$ cat src/rtl/monkey_motion_ctrl_if.sv
// Signal bundle between the collision/keyboard side and the monkey motion
// controller. Build option: MONKEY_LIVES_EN adds the lives/gameOver outputs.
//
// Handshake: startOfFrame and hitPulse bits are single-cycle strobes sampled
// on the rising clock edge. There is no back-pressure: every strobe is
// consumed by the controller, so no valid/ready pair exists on this bus.
// Keys are plain levels. All controller outputs are register-driven.
interface monkey_motion_ctrl_if;
    logic               startOfFrame;
    logic [2:0]         hitPulse;
    logic               keyLeft;
    logic               keyRight;
    logic               keyUp;
    logic               keyDown;
    logic               keyJump;
    logic signed [10:0] topLeftX;
    logic signed [10:0] topLeftY;
    logic [1:0]         motionState;
    logic [7:0]         score;
    logic               fruitPulse;
`ifdef MONKEY_LIVES_EN
    logic [1:0]         lives;
    logic               gameOver;

    modport master (
        output startOfFrame, hitPulse, keyLeft, keyRight, keyUp, keyDown, keyJump,
        input  topLeftX, topLeftY, motionState, score, fruitPulse, lives, gameOver
    );
    modport slave (
        input  startOfFrame, hitPulse, keyLeft, keyRight, keyUp, keyDown, keyJump,
        output topLeftX, topLeftY, motionState, score, fruitPulse, lives, gameOver
    );
`else
    modport master (
        output startOfFrame, hitPulse, keyLeft, keyRight, keyUp, keyDown, keyJump,
        input  topLeftX, topLeftY, motionState, score, fruitPulse
    );
    modport slave (
        input  startOfFrame, hitPulse, keyLeft, keyRight, keyUp, keyDown, keyJump,
        output topLeftX, topLeftY, motionState, score, fruitPulse
    );
`endif
endinterface

$ cat src/rtl/monkey_motion_ctrl.sv
// Monkey movement controller: latches per-frame collision pulses, runs the
// FALL/WALK/CLIMB/JUMP state machine once per frame in x64 fixed point, and
// counts fruits. Build option: MONKEY_LIVES_EN adds a 3-life counter and a
// game-over freeze.
module monkey_motion_ctrl #(
    parameter int INIT_X      = 64,
    parameter int INIT_Y      = 32,
    parameter int OBJ_W       = 32,
    parameter int SCREEN_W    = 640,
    parameter int SCREEN_H    = 480,
    parameter int FIXED_SHIFT = 6,
    parameter int X_SPEED     = 128,
    parameter int CLIMB_SPEED = 96,
    parameter int JUMP_SPEED  = 320,
    parameter int GRAVITY     = 16,
    parameter int MAX_Y_SPEED = 384
) (
    input  logic                 clk,
    input  logic                 reset,
    monkey_motion_ctrl_if.slave  bus
);

    localparam int POS_W = 18;

    typedef enum logic [1:0] {
        FALL  = 2'd0,
        WALK  = 2'd1,
        CLIMB = 2'd2,
        JUMP  = 2'd3
    } motion_t;

    localparam logic signed [POS_W-1:0] ZERO_S   = '0;
    localparam logic signed [POS_W-1:0] INIT_XS  = POS_W'(INIT_X << FIXED_SHIFT);
    localparam logic signed [POS_W-1:0] INIT_YS  = POS_W'(INIT_Y << FIXED_SHIFT);
    localparam logic signed [POS_W-1:0] X_MAX_S  = POS_W'((SCREEN_W - OBJ_W) << FIXED_SHIFT);
    // Pixel Y above SCREEN_H means fixed-point Y at or past (SCREEN_H+1) << shift.
    localparam logic signed [POS_W-1:0] Y_EXIT_S = POS_W'((SCREEN_H + 1) << FIXED_SHIFT);
    localparam logic signed [POS_W-1:0] WALK_S   = POS_W'(X_SPEED);
    localparam logic signed [POS_W-1:0] CLIMB_S  = POS_W'(CLIMB_SPEED);
    localparam logic signed [POS_W-1:0] JUMP_S   = POS_W'(JUMP_SPEED);
    localparam logic signed [POS_W-1:0] GRAV_S   = POS_W'(GRAVITY);
    localparam logic signed [POS_W-1:0] MAX_YS   = POS_W'(MAX_Y_SPEED);

    motion_t                  state;
    motion_t                  stateNext;
    logic signed [POS_W-1:0]  posX, posY, xSpd, ySpd;
    logic signed [POS_W-1:0]  posXNext, posYNext, xSpdNext, ySpdNext;
    logic signed [POS_W-1:0]  ySum, yGrav, xSum, keyXSpd, moveXSpd;
    logic                     respawn;
    logic                     floorF, ropeF;
    logic [7:0]               score;
    logic                     fruitPulse;
    logic                     frozen;

`ifdef MONKEY_LIVES_EN
    logic [1:0] lives;
    logic       gameOver;

    assign frozen       = gameOver;
    assign bus.lives    = lives;
    assign bus.gameOver = gameOver;
`else
    assign frozen = 1'b0;
`endif

    // Next motion state, speeds and position for the coming frame update.
    always_comb begin
        stateNext = state;
        moveXSpd  = xSpd;
        ySpdNext  = ySpd;
        xSpdNext  = xSpd;
        posXNext  = posX;
        posYNext  = posY;
        respawn   = 1'b0;
        ySum      = ySpd + GRAV_S;
        yGrav     = (ySum > MAX_YS) ? MAX_YS : ySum;
        xSum      = ZERO_S;

        case ({bus.keyLeft, bus.keyRight})
            2'b10:   keyXSpd = -WALK_S;
            2'b01:   keyXSpd = WALK_S;
            default: keyXSpd = ZERO_S;
        endcase

        case (state)
            FALL: begin
                ySpdNext = yGrav;
                if (floorF) begin
                    // Landing keeps the pre-update Y so the sprite does not sink.
                    stateNext = WALK;
                    ySpdNext  = ZERO_S;
                end
            end
            WALK: begin
                moveXSpd = keyXSpd;
                ySpdNext = ZERO_S;
                if (!floorF) begin
                    stateNext = FALL;
                end else if (bus.keyUp && ropeF) begin
                    stateNext = CLIMB;
                end else if (bus.keyJump) begin
                    stateNext = JUMP;
                    ySpdNext  = -JUMP_S;
                end
            end
            CLIMB: begin
                moveXSpd = ZERO_S;
                if (bus.keyUp)
                    ySpdNext = -CLIMB_S;
                else if (bus.keyDown)
                    ySpdNext = CLIMB_S;
                else
                    ySpdNext = ZERO_S;
                if (!ropeF) begin
                    stateNext = FALL;
                end else if (floorF && bus.keyDown) begin
                    stateNext = WALK;
                    ySpdNext  = ZERO_S;
                end
            end
            default: begin  // JUMP: floor contact is ignored while rising
                ySpdNext = yGrav;
                if (yGrav >= ZERO_S)
                    stateNext = FALL;
            end
        endcase

        // Horizontal clamp to the visible area; hitting an edge kills X speed.
        xSpdNext = moveXSpd;
        xSum     = posX + moveXSpd;
        if (xSum < ZERO_S) begin
            posXNext = ZERO_S;
            xSpdNext = ZERO_S;
        end else if (xSum > X_MAX_S) begin
            posXNext = X_MAX_S;
            xSpdNext = ZERO_S;
        end else begin
            posXNext = xSum;
        end

        posYNext = posY + ySpdNext;

        // Dropping below the screen restarts the monkey at its spawn point.
        if (posYNext >= Y_EXIT_S) begin
            respawn   = 1'b1;
            stateNext = FALL;
            posXNext  = INIT_XS;
            posYNext  = INIT_YS;
            xSpdNext  = ZERO_S;
            ySpdNext  = ZERO_S;
        end
    end

    // Motion registers advance only on the start-of-frame strobe.
    always_ff @(posedge clk or posedge reset) begin
        if (reset) begin
            state <= FALL;
            posX  <= INIT_XS;
            posY  <= INIT_YS;
            xSpd  <= ZERO_S;
            ySpd  <= ZERO_S;
        end else if (bus.startOfFrame && !frozen) begin
            state <= stateNext;
            posX  <= posXNext;
            posY  <= posYNext;
            xSpd  <= xSpdNext;
            ySpd  <= ySpdNext;
        end
    end

    // Hit flags: a pulse arriving with startOfFrame belongs to the next frame.
    always_ff @(posedge clk or posedge reset) begin
        if (reset) begin
            floorF <= 1'b0;
            ropeF  <= 1'b0;
        end else if (!frozen) begin
            if (bus.startOfFrame) begin
                floorF <= bus.hitPulse[0];
                ropeF  <= bus.hitPulse[1];
            end else begin
                floorF <= floorF | bus.hitPulse[0];
                ropeF  <= ropeF | bus.hitPulse[1];
            end
        end
    end

    // Fruit score, saturating at 255, with a one-cycle echo pulse per fruit.
    always_ff @(posedge clk or posedge reset) begin
        if (reset) begin
            score      <= 8'd0;
            fruitPulse <= 1'b0;
        end else begin
            fruitPulse <= bus.hitPulse[2] && !frozen;
            if (bus.hitPulse[2] && !frozen && (score != 8'd255))
                score <= score + 8'd1;
        end
    end

`ifdef MONKEY_LIVES_EN
    // Each respawn costs a life; losing the last one freezes the game.
    always_ff @(posedge clk or posedge reset) begin
        if (reset) begin
            lives    <= 2'd3;
            gameOver <= 1'b0;
        end else if (bus.startOfFrame && !frozen && respawn) begin
            lives <= lives - 2'd1;
            if (lives == 2'd1)
                gameOver <= 1'b1;
        end
    end
`endif

    assign bus.topLeftX    = posX[FIXED_SHIFT+10:FIXED_SHIFT];
    assign bus.topLeftY    = posY[FIXED_SHIFT+10:FIXED_SHIFT];
    assign bus.motionState = state;
    assign bus.score       = score;
    assign bus.fruitPulse  = fruitPulse;

endmodule

$ cat src/flat_wrapper.sv
// flat-port wrapper written by rule: the top's interface ports become plain ports
module monkey_motion_ctrl_flat 
#(
    parameter int INIT_X      = 64,
    parameter int INIT_Y      = 32,
    parameter int OBJ_W       = 32,
    parameter int SCREEN_W    = 640,
    parameter int SCREEN_H    = 480,
    parameter int FIXED_SHIFT = 6,
    parameter int X_SPEED     = 128,
    parameter int CLIMB_SPEED = 96,
    parameter int JUMP_SPEED  = 320,
    parameter int GRAVITY     = 16,
    parameter int MAX_Y_SPEED = 384
)
  (clk, reset, bus_startOfFrame, bus_hitPulse, bus_keyLeft, bus_keyRight, bus_keyUp, bus_keyDown, bus_keyJump, bus_topLeftX, bus_topLeftY, bus_motionState, bus_score, bus_fruitPulse);
  monkey_motion_ctrl_if bus_i ();
  input  logic clk;
  input  logic reset;
  input wire logic [$bits(bus_i.startOfFrame)-1:0] bus_startOfFrame;
  input wire logic [$bits(bus_i.hitPulse)-1:0] bus_hitPulse;
  input wire logic [$bits(bus_i.keyLeft)-1:0] bus_keyLeft;
  input wire logic [$bits(bus_i.keyRight)-1:0] bus_keyRight;
  input wire logic [$bits(bus_i.keyUp)-1:0] bus_keyUp;
  input wire logic [$bits(bus_i.keyDown)-1:0] bus_keyDown;
  input wire logic [$bits(bus_i.keyJump)-1:0] bus_keyJump;
  output wire logic [$bits(bus_i.topLeftX)-1:0] bus_topLeftX;
  output wire logic [$bits(bus_i.topLeftY)-1:0] bus_topLeftY;
  output wire logic [$bits(bus_i.motionState)-1:0] bus_motionState;
  output wire logic [$bits(bus_i.score)-1:0] bus_score;
  output wire logic [$bits(bus_i.fruitPulse)-1:0] bus_fruitPulse;
  assign bus_i.startOfFrame = bus_startOfFrame;
  assign bus_i.hitPulse = bus_hitPulse;
  assign bus_i.keyLeft = bus_keyLeft;
  assign bus_i.keyRight = bus_keyRight;
  assign bus_i.keyUp = bus_keyUp;
  assign bus_i.keyDown = bus_keyDown;
  assign bus_i.keyJump = bus_keyJump;
  assign bus_topLeftX = bus_i.topLeftX;
  assign bus_topLeftY = bus_i.topLeftY;
  assign bus_motionState = bus_i.motionState;
  assign bus_score = bus_i.score;
  assign bus_fruitPulse = bus_i.fruitPulse;
  monkey_motion_ctrl #(.INIT_X(INIT_X), .INIT_Y(INIT_Y), .OBJ_W(OBJ_W), .SCREEN_W(SCREEN_W), .SCREEN_H(SCREEN_H), .FIXED_SHIFT(FIXED_SHIFT), .X_SPEED(X_SPEED), .CLIMB_SPEED(CLIMB_SPEED), .JUMP_SPEED(JUMP_SPEED), .GRAVITY(GRAVITY), .MAX_Y_SPEED(MAX_Y_SPEED)) u_core (.clk(clk), .reset(reset), .bus(bus_i));
endmodule
$ cat config.mk
export PLATFORM = sky130hd
export DESIGN_NAME = monkey_motion_ctrl_flat
export DESIGN_NICKNAME = d
export VERILOG_FILES = /design/src/rtl/monkey_motion_ctrl_if.sv /design/src/rtl/monkey_motion_ctrl.sv /design/src/flat_wrapper.sv
export SDC_FILE = /design/constraint.sdc
export NUM_CORES = 1
export LEC_CHECK = 0
export ABC_AREA = 1
export CAP_MARGIN = 20
export CORE_MARGIN = 3
export CORE_UTILIZATION = 49
export DETAILED_ROUTE_END_ITERATION = 7
export HOLD_SLACK_MARGIN = 0.15
export MAX_ROUTING_LAYER = met4
export PLACE_DENSITY = 0.68
export SLEW_MARGIN = 20
export SYNTH_ARGS = -nofsm -noshare
export SYNTH_HDL_FRONTEND = slang
export SYNTH_SLANG_ARGS = --single-unit
$ cat constraint.sdc
create_clock -name clk -period 4.4 [get_ports clk]
set_clock_uncertainty 0.05 [all_clocks]
set_input_delay 0.44 -clock clk [delete_from_list [all_inputs] [get_ports clk]]
set_output_delay 0.44 -clock clk [all_outputs]
set_load 0.03 [all_outputs]
After elaboration in Yosys (flattened, before gate mapping)
Cells that the tools add are included.
{"block": "word_totals", "input_bits": 11, "output_inout_bits": 33, "register_bits": 85}
{"block": "op_classes", "bitwise": 2, "eq_ne": 8, "addsub": 4, "n_reduce_logical": 6, "mux": 31, "n_lt_le_gt_ge": 5}
{"cell": "two-way mux 18 bit", "count": 16}
{"cell": "one-hot mux 18 bit (2 select lines)", "count": 2}
{"cell": "one-hot mux 18 bit (3 select lines)", "count": 1}
{"cell": "adder 18 bit", "count": 2}
{"cell": "adder 18 x 6 -> 18 bit (second input constant)", "count": 1}
{"cell": "greater-or-equal comparator 18 x 1 -> 1 bit (second input constant)", "count": 1}
{"cell": "greater-or-equal comparator 18 x 16 -> 1 bit (second input constant)", "count": 1}
{"cell": "greater-than comparator 18 x 10 -> 1 bit (second input constant)", "count": 1}
{"cell": "greater-than comparator 18 x 17 -> 1 bit (second input constant)", "count": 1}
{"cell": "less-than comparator 18 x 1 -> 1 bit (second input constant)", "count": 1}
{"cell": "two-way mux 2 bit", "count": 8}
{"cell": "adder 8 x 1 -> 8 bit (second input constant)", "count": 1}
{"cell": "!= test 8 bit (second input constant)", "count": 1}
{"cell": "two-way mux 7 bit", "count": 1}
{"cell": "one-hot mux 2 bit (3 select lines)", "count": 1}
{"cell": "!= test 5 bit (second input constant)", "count": 1}
{"cell": "AND reduction 5 bit", "count": 1}
{"cell": "nonzero test 5 bit", "count": 1}
{"cell": "== test 2 x 1 -> 1 bit (second input constant)", "count": 2}
{"cell": "== test 2 bit (second input constant)", "count": 2}
{"cell": "!= test 4 bit (second input constant)", "count": 1}
{"cell": "logical AND 1 bit", "count": 3}
{"cell": "!= test 3 x 1 -> 1 bit (second input constant)", "count": 1}
{"cell": "zero test 2 bit", "count": 1}
{"cell": "other kinds (2)", "count": 4}

Depth between registers and ports, before layout
Gate-level depths: netlist (run 1).
{"block": "depth", "ltp_word": 9, "ltp_mapped": 31, "depth_no_buf": 31}

Least setup slack after synthesis (run 1)
No wires, ideal clock.
{"block": "synth_timing", "kind": "reg2reg", "from": "reg u_core.ySpd[4]", "to": "reg u_core.posX[10]", "n_path_buf": 1, "period_less_slack_ns": 3.738, "t_required_ns": 4.284, "arrival_time_ns": 3.622, "slack_ns": 0.662, "path_stages_with_launch": 29, "path_cell_list": "dfrtp_1 > ha_1 > nand3_1 > inv_1 > nand2_1 > or2_2 > nand2_1 > nand3b_1 > nor2_1 > nand3_1 > nand2_1 > inv_1 > nor2_1 > nand2_1 > inv_1 > ha_1 > fa_1 > nand2_1 > nand2_1 > nand3_1 > nand2_1 > nand3_1 > o2111ai_1 > xor2_1 > nand3_2 > a21oi_4 > buf_6 > nand2_2 > nand2_1"}
{"block": "synth_via", "elab_chain_len": 8}
{"item": "from (decl)", "line": "monkey_motion_ctrl.sv:46", "rtl": "logic signed [POS_W-1:0] posX, posY, xSpd, ySpd;"}
{"item": "from (signal assigned)", "line": "monkey_motion_ctrl.sv:167", "rtl": "ySpd <= ySpdNext;"}
{"item": "adder 18 x 6 -> 18 bit (*)", "line": "monkey_motion_ctrl.sv:75", "rtl": "ySum = ySpd + GRAV_S;"}
{"item": "greater-than comparator 18 x 10 -> 1 bit", "line": "monkey_motion_ctrl.sv:76", "rtl": "yGrav = (ySum > MAX_YS) ? MAX_YS : ySum;"}
{"item": "two-way mux 18 bit (*)", "line": "monkey_motion_ctrl.sv:76"}
{"item": "two-way mux 18 bit", "line": "monkey_motion_ctrl.sv:88", "rtl": "if (floorF) begin"}
{"item": "one-hot mux 18 bit (3 select lines) (*)", "line": "monkey_motion_ctrl.sv:85", "rtl": "case (state)"}
{"item": "adder 18 bit (*)", "line": "monkey_motion_ctrl.sv:141", "rtl": "posYNext = posY + ySpdNext;"}
{"item": "greater-or-equal comparator 18 x 16 -> 1 bit (*)", "line": "monkey_motion_ctrl.sv:144", "rtl": "if (posYNext >= Y_EXIT_S) begin"}
{"item": "two-way mux 18 bit (*)", "line": "monkey_motion_ctrl.sv:144"}
{"item": "to (signal assigned)", "line": "monkey_motion_ctrl.sv:164", "rtl": "posX <= posXNext;"}
{"item": "to (decl)", "line": "monkey_motion_ctrl.sv:46"}
Mark *: on every way between the ends. The rest lies on a longest branch, timed or not.
A chain may end at the register's enable or synchronous reset.

Worst setup path after layout (run 1)
{"block": "layout_timing", "from": "reg u_core.ySpd[5]", "to": "reg u_core.xSpd[11]"}
{"block": "layout_via", "elab_chain_len": 8}
{"item": "adder 18 x 6 -> 18 bit (*)", "line": "monkey_motion_ctrl.sv:75"}
{"item": "greater-than comparator 18 x 10 -> 1 bit", "line": "monkey_motion_ctrl.sv:76"}
{"item": "two-way mux 18 bit (*)", "line": "monkey_motion_ctrl.sv:76"}
{"item": "two-way mux 18 bit", "line": "monkey_motion_ctrl.sv:88"}
{"item": "one-hot mux 18 bit (3 select lines) (*)", "line": "monkey_motion_ctrl.sv:85"}
{"item": "adder 18 bit (*)", "line": "monkey_motion_ctrl.sv:141"}
{"item": "greater-or-equal comparator 18 x 16 -> 1 bit (*)", "line": "monkey_motion_ctrl.sv:144"}
{"item": "two-way mux 18 bit (*)", "line": "monkey_motion_ctrl.sv:144"}
{"item": "to (signal assigned)", "line": "monkey_motion_ctrl.sv:166", "rtl": "xSpd <= xSpdNext;"}
{"item": "to (decl)", "line": "monkey_motion_ctrl.sv:46"}
Marks and branches as above.

==> flow_metrics.py, run 1 <==
metrics = {
    "outcome": {
        "status": "finished clean",
    },
    "cells_and_area": {
        "regArea_um2": 2106,
        "n_antenna_cell": 0,
        "fin_cells": 1231,
        "multi_input_area_um2": 4083,
        "post-route-util_pct": 59.77,
        "final_common_cell": "nand2_1",
        "layout_common_cells": "nand2_1, inv_1, dfrtp_1, nor2_1, nand3_1",
        "fillers": 1289,
        "drive_above_1_share_pct": 12.80,
        "areaGrowthSynthToFinish_pct": 18.08,
        "layout.nets": 1105,
    },
    "power_and_ir_drop": {
        "ir_worst_vdd_uv": 426.5,
        "switching_power_mw": 3.339,
        "power.leakage_nw": 4.355,
        "power_density_nw_per_um2": 813.1,
        "p_seq_share_pct": 18.5,
        "clock_power_share_pct": 11.6,
        "intPower_mw": 3.173,
        "power.share.switching_pct": 51.27,
        "comb_power_share_pct": 69.9,
    },
    "routing": {
        "first_pass_iters": 5,
        "drt_iter0_drc": 554,
        "post_drt_via_cell_ratio": 5.149,
        "wl_per_cell_um": 14.43,
        "drc": 0,
        "num_vias": 6338,
        "antenna_left": 0,
        "wl_um": 17760,
    },
    "worst_setup_path": {
        "cpMostUsedCell": "nand2_1",
        "cp_top_family": "simple AND/OR/NAND/NOR gates",
        "crit_buf_inv": 7,
        "arrival_ns": 4.47,
        "max_stage_delay_ns": 0.44,
        "required_ns": 4.62,
        "crit_type": "register to register",
        "crit_cells": 31,
        "cp_max_fo": 10,
        "endpoint_kind": "register",
        "r2r_cells": 31,
        "critPathLaunchType": "register",
        "critPathSlowestCell": "dfrtp_2",
    },
    "floorplanning": {
        "die-height_um": 123.7,
        "fp.dieW_um": 123.7,
        "ios": 44,
        "die-area_um2": 15290,
        "rows": 42,
        "core_um2": 13400,
        "start_util_pct": 50.62,
    },
    "synthesis": {
        "yosysTopAreaCell": "dfrtp_1",
        "synth_warnings": 0,
        "synth.top_cells.by_area": "dfrtp_1, nand2_1, ha_1, inv_1, nand3_1",
        "yosysTopAreaCellShare_pct": 30.25,
        "synth_nets": 1065,
        "synth.distinct_cells": 42,
        "synthArstFlopShare_pct": 100.0,
        "ys_ff_latch": 84,
        "yosysSeqAreaShare_pct": 31.03,
        "synthFlopType": "dfrtp_1",
        "syn_avg_cell_area_um2": 6.716,
        "synthCells": 1010,
        "synth_edf_count": 0,
        "syn-cell-area_um2": 6783,
    },
    "global_route": {
        "antenna_found_initial": 0,
        "overflow": 0,
        "grt_pass1_vias": 5743,
        "grt_usage_pct": 24.38,
        "grt_max_degree": 57,
        "grt_pass1_wl_um": 28650,
    },
    "placement": {
        "dpl.cell_count": 1204,
        "hpwlAfterDp_um": 13200,
        "place.gp.congestion": 0.9199,
        "dpl_worst_slack_ns": 0.08819,
        "io_buffers": 43,
    },
    "sta": {
        "drv_slew": 0,
        "fin_hold_ws_ns": 0.4233,
        "hold_viol": 0,
        "setup_slack_ns": 0.1541,
        "finalCritPeriodShare_pct": 96.50,
        "worstMarginPinSlew_ns": 0.9813,
        "max-slew-margin-rel_pct": 34.49,
        "max_freq_mhz": 235.5,
        "fin_crit_ns": 4.246,
        "setup_violations": 0,
    },
    "cts": {
        "clk_pin_slew_ns": 0.06,
        "cts.sinks": 84,
        "clock-root-buffer": "clkbuf_16",
        "clk_path_buf_depth": 2,
        "cts_hold_buf": 0,
        "htree_num_levels": 3,
        "cts_inserted_buffers": 9,
        "tritoncts": "yes",
        "insertion_delay_ns": 0.35,
    },
    "hold_path": {
        "holdCritPathClass": "register to register",
        "whs_path_depth": 2,
    },
    "job": {
        "drv_cap": 0,
    },
}
==> metrics by stage <==
stage               power (mW)  TNS (ns)  cell area (µm²)
floorplan                4.140         0             6783
global placement         5.263         0             7371
detailed placement       5.300         0             7371
CTS                      6.093         0             7660
global route             7.037    -4.663             8009
finish                   6.512         0             8009
==> final timing paths <==
| kind | from | end | slack (ns) |
|---|---|---|---|
| worst max-delay path | u_core.ySpd[5] | u_core.xSpd[11] | 0.15 |
| worst min-delay path | u_core.xSpd[7] | u_core.xSpd[7] | 0.42 |
| worst max register to register | u_core.ySpd[5] | u_core.xSpd[11] | 0.15 |
| worst min register to register | u_core.xSpd[7] | u_core.xSpd[7] | 0.42 |
| max in group asynchronous | reset | u_core.posX[13] | 3.05 |
| min in group asynchronous | reset | u_core.posX[3] | 0.44 |
==> worst register-to-register path: cells and delay by family (launching register included) <==
| family | cells | cell delay (ns) |
|---|---|---|
| AOI/OAI and AO/OA | 3 | 0.56 |
| adders and majority gates | 2 | 0.42 |
| buffers and inverters | 7 | 0.82 |
| DFF | 1 | 0.44 |
| and+or+nand+nor | 19 | 1.90 |
==> cell families after synthesis <==
group,after synthesis,share of synthesized area [%]
buffers and inverters,186,12.05
AO/OA/AOI/OAI,121,9.666
flip-flops,84,31.03
adder cells (fa/ha/maj),44,8.338
multiplexers,1,0.1660
AND/OR/NAND/NOR,547,35.16
XOR/XNOR,27,3.597
==> cell type report <==
class                           count  area share, %
Clock buffer                       14          3.171
Clock inverter                      2         0.4374
Inverter                          140          6.577
Multi-Input combinational cell    740          50.98
Sequential cell                    84          26.29
Tap cell                          176          2.750
Timing Repair Buffer               75          9.795
==> repair_timing <==
action | in CTS | in global routing
resized for setup | 0 | 44
setup endpoints to repair | 0 | 70
setup buffers | 0 | 9
==> state kept, by name (all words and copies together), names as in the netlist <==
| name | flops |
|---|---|
| u_core.posX | 17 |
| u_core.bus.fruitPulse | 1 |
| u_core.bus.motionState | 2 |
| u_core.floorF | 1 |
| u_core.ropeF | 1 |
| u_core.ySpd | 18 |
| u_core.xSpd | 18 |
| u_core.bus.score | 8 |
| u_core.posY | 18 |
==> Yosys cell counts, types with 8 or more instances <==
master / count
nand2_1: 330
inv_1: 136
dfrtp_1: 82
nor2_1: 70
nand3_1: 61
a21oi_1: 56
ha_1: 42
nand2_2: 35
o21ai_0: 27
buf_4: 24
o21ai_1: 21
nand4_1: 18
xor2_1: 14
clkbuf_1: 13
xnor2_1: 12
nand3b_1: 8
nor3_1: 8
==> power groups by stage <==
stage | combinational, mW | clock [mW] | sequential, mW
finish | 4.55 | 0.757 | 1.20
global placement | 4.07 | 0 | 1.19
global route | 5.00 | 0.805 | 1.23
CTS | 4.14 | 0.773 | 1.18
floorplan | 2.93 | 0 | 1.21
detailed placement | 4.11 | 0 | 1.19
==> per-layer routing <==
metal	share of wire (%)	wire length, µm	global-route usage [%]
met5	0	0	-
met4	1.6	285	6.851
met3	3.7	652	2.906
met2	43	7559	34.30
met1	52	9263	36.90
Power figures use the tool's default switching activity.
==> run 2: changes to the inputs <==
==> constraint.sdc (replaced) <==
create_clock -name clk -period 4.1 [get_ports clk]
set_clock_uncertainty 0.05 [all_clocks]
set_input_delay 0.41 -clock clk [delete_from_list [all_inputs] [get_ports clk]]
set_output_delay 0.41 -clock clk [all_outputs]
set_load 0.03 [all_outputs]
==> run 2 against run 1 <==
  * The run now ends with negative setup slack left
  * Count of clock-buffer cells in the layout fell by 2
  * Fmax rose by 2.7%
  * Setup slack got worse by 0.19 ns
  * Via count rose by 4.6%
  * Sequential cell count did not move
==> flow_metrics.py, run 2 (synthesis gave the netlist of run 1 again) <==
metrics = {
    "outcome": {
        "status": "complete, but fails checks",
        "violations": "negative setup slack",
    },
    "sta": {
        "fin_hold_ws_ns": 0.4295,
        "rsz0062_at_grt": "yes",
        "drv_slew": 0,
        "finalCritPeriodShare_pct": 100.8,
        "worstMarginPinSlew_ns": 0.7359,
        "hold_viol": 0,
        "max_freq_mhz": 242.0,
        "setup_slack_ns": -0.03293,
        "setup_violations": 16,
        "max-slew-margin-rel_pct": 50.88,
        "fin_crit_ns": 4.133,
    },
    "worst_setup_path": {
        "cp_top_family": "simple AND/OR/NAND/NOR gates",
        "critPathLaunchType": "register",
        "critPathSlowestCell": "dfrtp_1",
        "crit_buf_inv": 5,
        "required_ns": 4.28,
        "crit_type": "register to register",
        "endpoint_kind": "register",
        "r2r_cells": 28,
        "cp_max_fo": 8,
        "endpoint": "u_core.ySpd[3]",
        "crit_cells": 28,
        "r2r-end": "u_core.ySpd[3]",
        "max_stage_delay_ns": 0.39,
        "arrival_ns": 4.31,
        "reg2reg_slack_ns": -0.03,
        "rr_startpoint": "u_core.ySpd[5]",
        "cpMostUsedCell": "nand2_1",
        "crit_start": "u_core.ySpd[5]",
    },
    "cells_and_area": {
        "final_common_cell": "nand2_1",
        "final_area_um2": 8766,
        "drive_above_1_share_pct": 24.17,
        "n_antenna_cell": 0,
        "layout_common_cells": "nand2_1, inv_1, dfrtp_1, nor2_1, nand2_2",
        "areaGrowthSynthToFinish_pct": 29.24,
        "fin_cells": 1264,
        "top_regs": "u_core.posY: 18 flops, u_core.xSpd: 18 flops, u_core.ySpd: 18 flops",
        "post-route-util_pct": 65.42,
        "fillers": 1198,
        "layout.nets": 1138,
    },
    "hold_path": {
        "min_from": "u_core.xSpd[5]",
        "holdCritPathClass": "register to register",
    },
    "global_route": {
        "grt_usage_pct": 24.60,
        "grt_max_degree": 56,
        "grt_pass1_wl_um": 29330,
        "grt_pass1_vias": 6009,
        "antenna_found_initial": 0,
        "overflow": 0,
    },
    "cts": {
        "clk_pin_slew_ns": 0.06,
        "cts_inserted_buffers": 9,
        "cts.sinks": 84,
        "tritoncts": "yes",
        "htree_num_levels": 3,
        "clock-root-buffer": "clkbuf_16",
        "cts_hold_buf": 0,
        "clk_path_buf_depth": 2,
        "insertion_delay_ns": 0.35,
    },
    "floorplanning": {
        "die-height_um": 123.7,
        "ios": 44,
        "rows": 42,
        "die-area_um2": 15290,
        "fp.dieW_um": 123.7,
        "start_util_pct": 50.62,
        "core_um2": 13400,
    },
    "routing": {
        "num_vias": 6630,
        "drt_iter0_drc": 578,
        "first_pass_iters": 5,
        "drc": 0,
        "wl_um": 18810,
        "wl_per_cell_um": 14.88,
        "post_drt_via_cell_ratio": 5.245,
        "antenna_left": 0,
    },
    "power_and_ir_drop": {
        "ir_worst_vdd_uv": 481.0,
        "power.leakage_nw": 4.590,
        "power_density_nw_per_um2": 888.9,
    },
    "placement": {
        "io_buffers": 43,
        "place.gp.congestion": 0.9854,
        "placedInstanceArea_um2": 7631,
        "dpl.cell_count": 1237,
        "hpwlAfterDp_um": 13290,
    },
    "job": {
        "drv_cap": 0,
    },
}
## run 2: cell count changes in the layout (fill, tap and decap cells not counted), moves of 7 or more
| cell | delta |
|---|---|
| inv_2 | +11 |
| o21ai_2 | +21 |
| nand2_1 | -34 |
| nand2_2 | +25 |
| ha_1 | -7 |
| a21oi_4 | +7 |
| o21ai_1 | -16 |
| buf_4 | +30 |
| nand2_4 | +8 |
| inv_1 | -11 |
## run 2: cell type report
class	instances	area (µm²)	share of cell area, %
inverters	140	526.8	6.009
clock inverters	4	72.57	0.8279
flip-flops and latches	84	2107	24.04
clock buffers	12	246.5	2.812
well taps	176	220.2	2.512
repair buffers	108	1047	11.95
multi-input cells	740	4546	51.86
## run 2: where the power goes
group          internal (mW)  leakage (nW)  switching, mW
Sequential              1.05          1.11          0.240
Combinational           2.24          3.32           3.36
Clock                  0.550         0.153          0.343
## run 2: metal layers
layer | vias to the layer above | wire length [µm] | track usage [%] | part of all wire [%]
li1 | 3329 | - | - | -
met1 | 3053 | 9054 | 37.13 | 48
met2 | 209 | 8231 | 34.64 | 44
met3 | 39 | 1119 | 3.315 | 6.0
met4 | 0 | 399 | 6.574 | 2.1
met5 | - | 0 | - | 0
## run 2: worst min-delay path, stage by stage (launching register included)
cell and delay [ns]:
dfrtp_1 0.34, nand2_1 0.05, nand2_1 0.05
## run 2: worst min path at each step
stage / end / cells past startpoint
after floorplan: u_core.bus.fruitPulse / 0
after global placement: u_core.xSpd[7] / 2
after detailed placement: u_core.xSpd[7] / 2
after CTS: u_core.xSpd[7] / 2
after global routing: u_core.xSpd[0] / 2
final: u_core.xSpd[5] / 2
## run 2: per-stage QoR
step | TNS, ns | power (mW) | setup WS [ns]
after detailed placement | -3.518 | 5.975 | -0.08780
after floorplan | 0 | 4.442 | 0.3624
final | -0.2380 | 7.792 | -0.03293
after CTS | 0 | 6.970 | 0.009632
after global placement | -0.9971 | 5.971 | -0.05564
after global routing | -13.92 | 8.395 | -0.2372
## run 2: what timing repair did
action                     in CTS  in global routing
setup endpoints to repair      60                 70
gates resized for setup        11                157
gates cloned                    0                  2
pin swaps                       0                 28
buffers inserted                0                  9
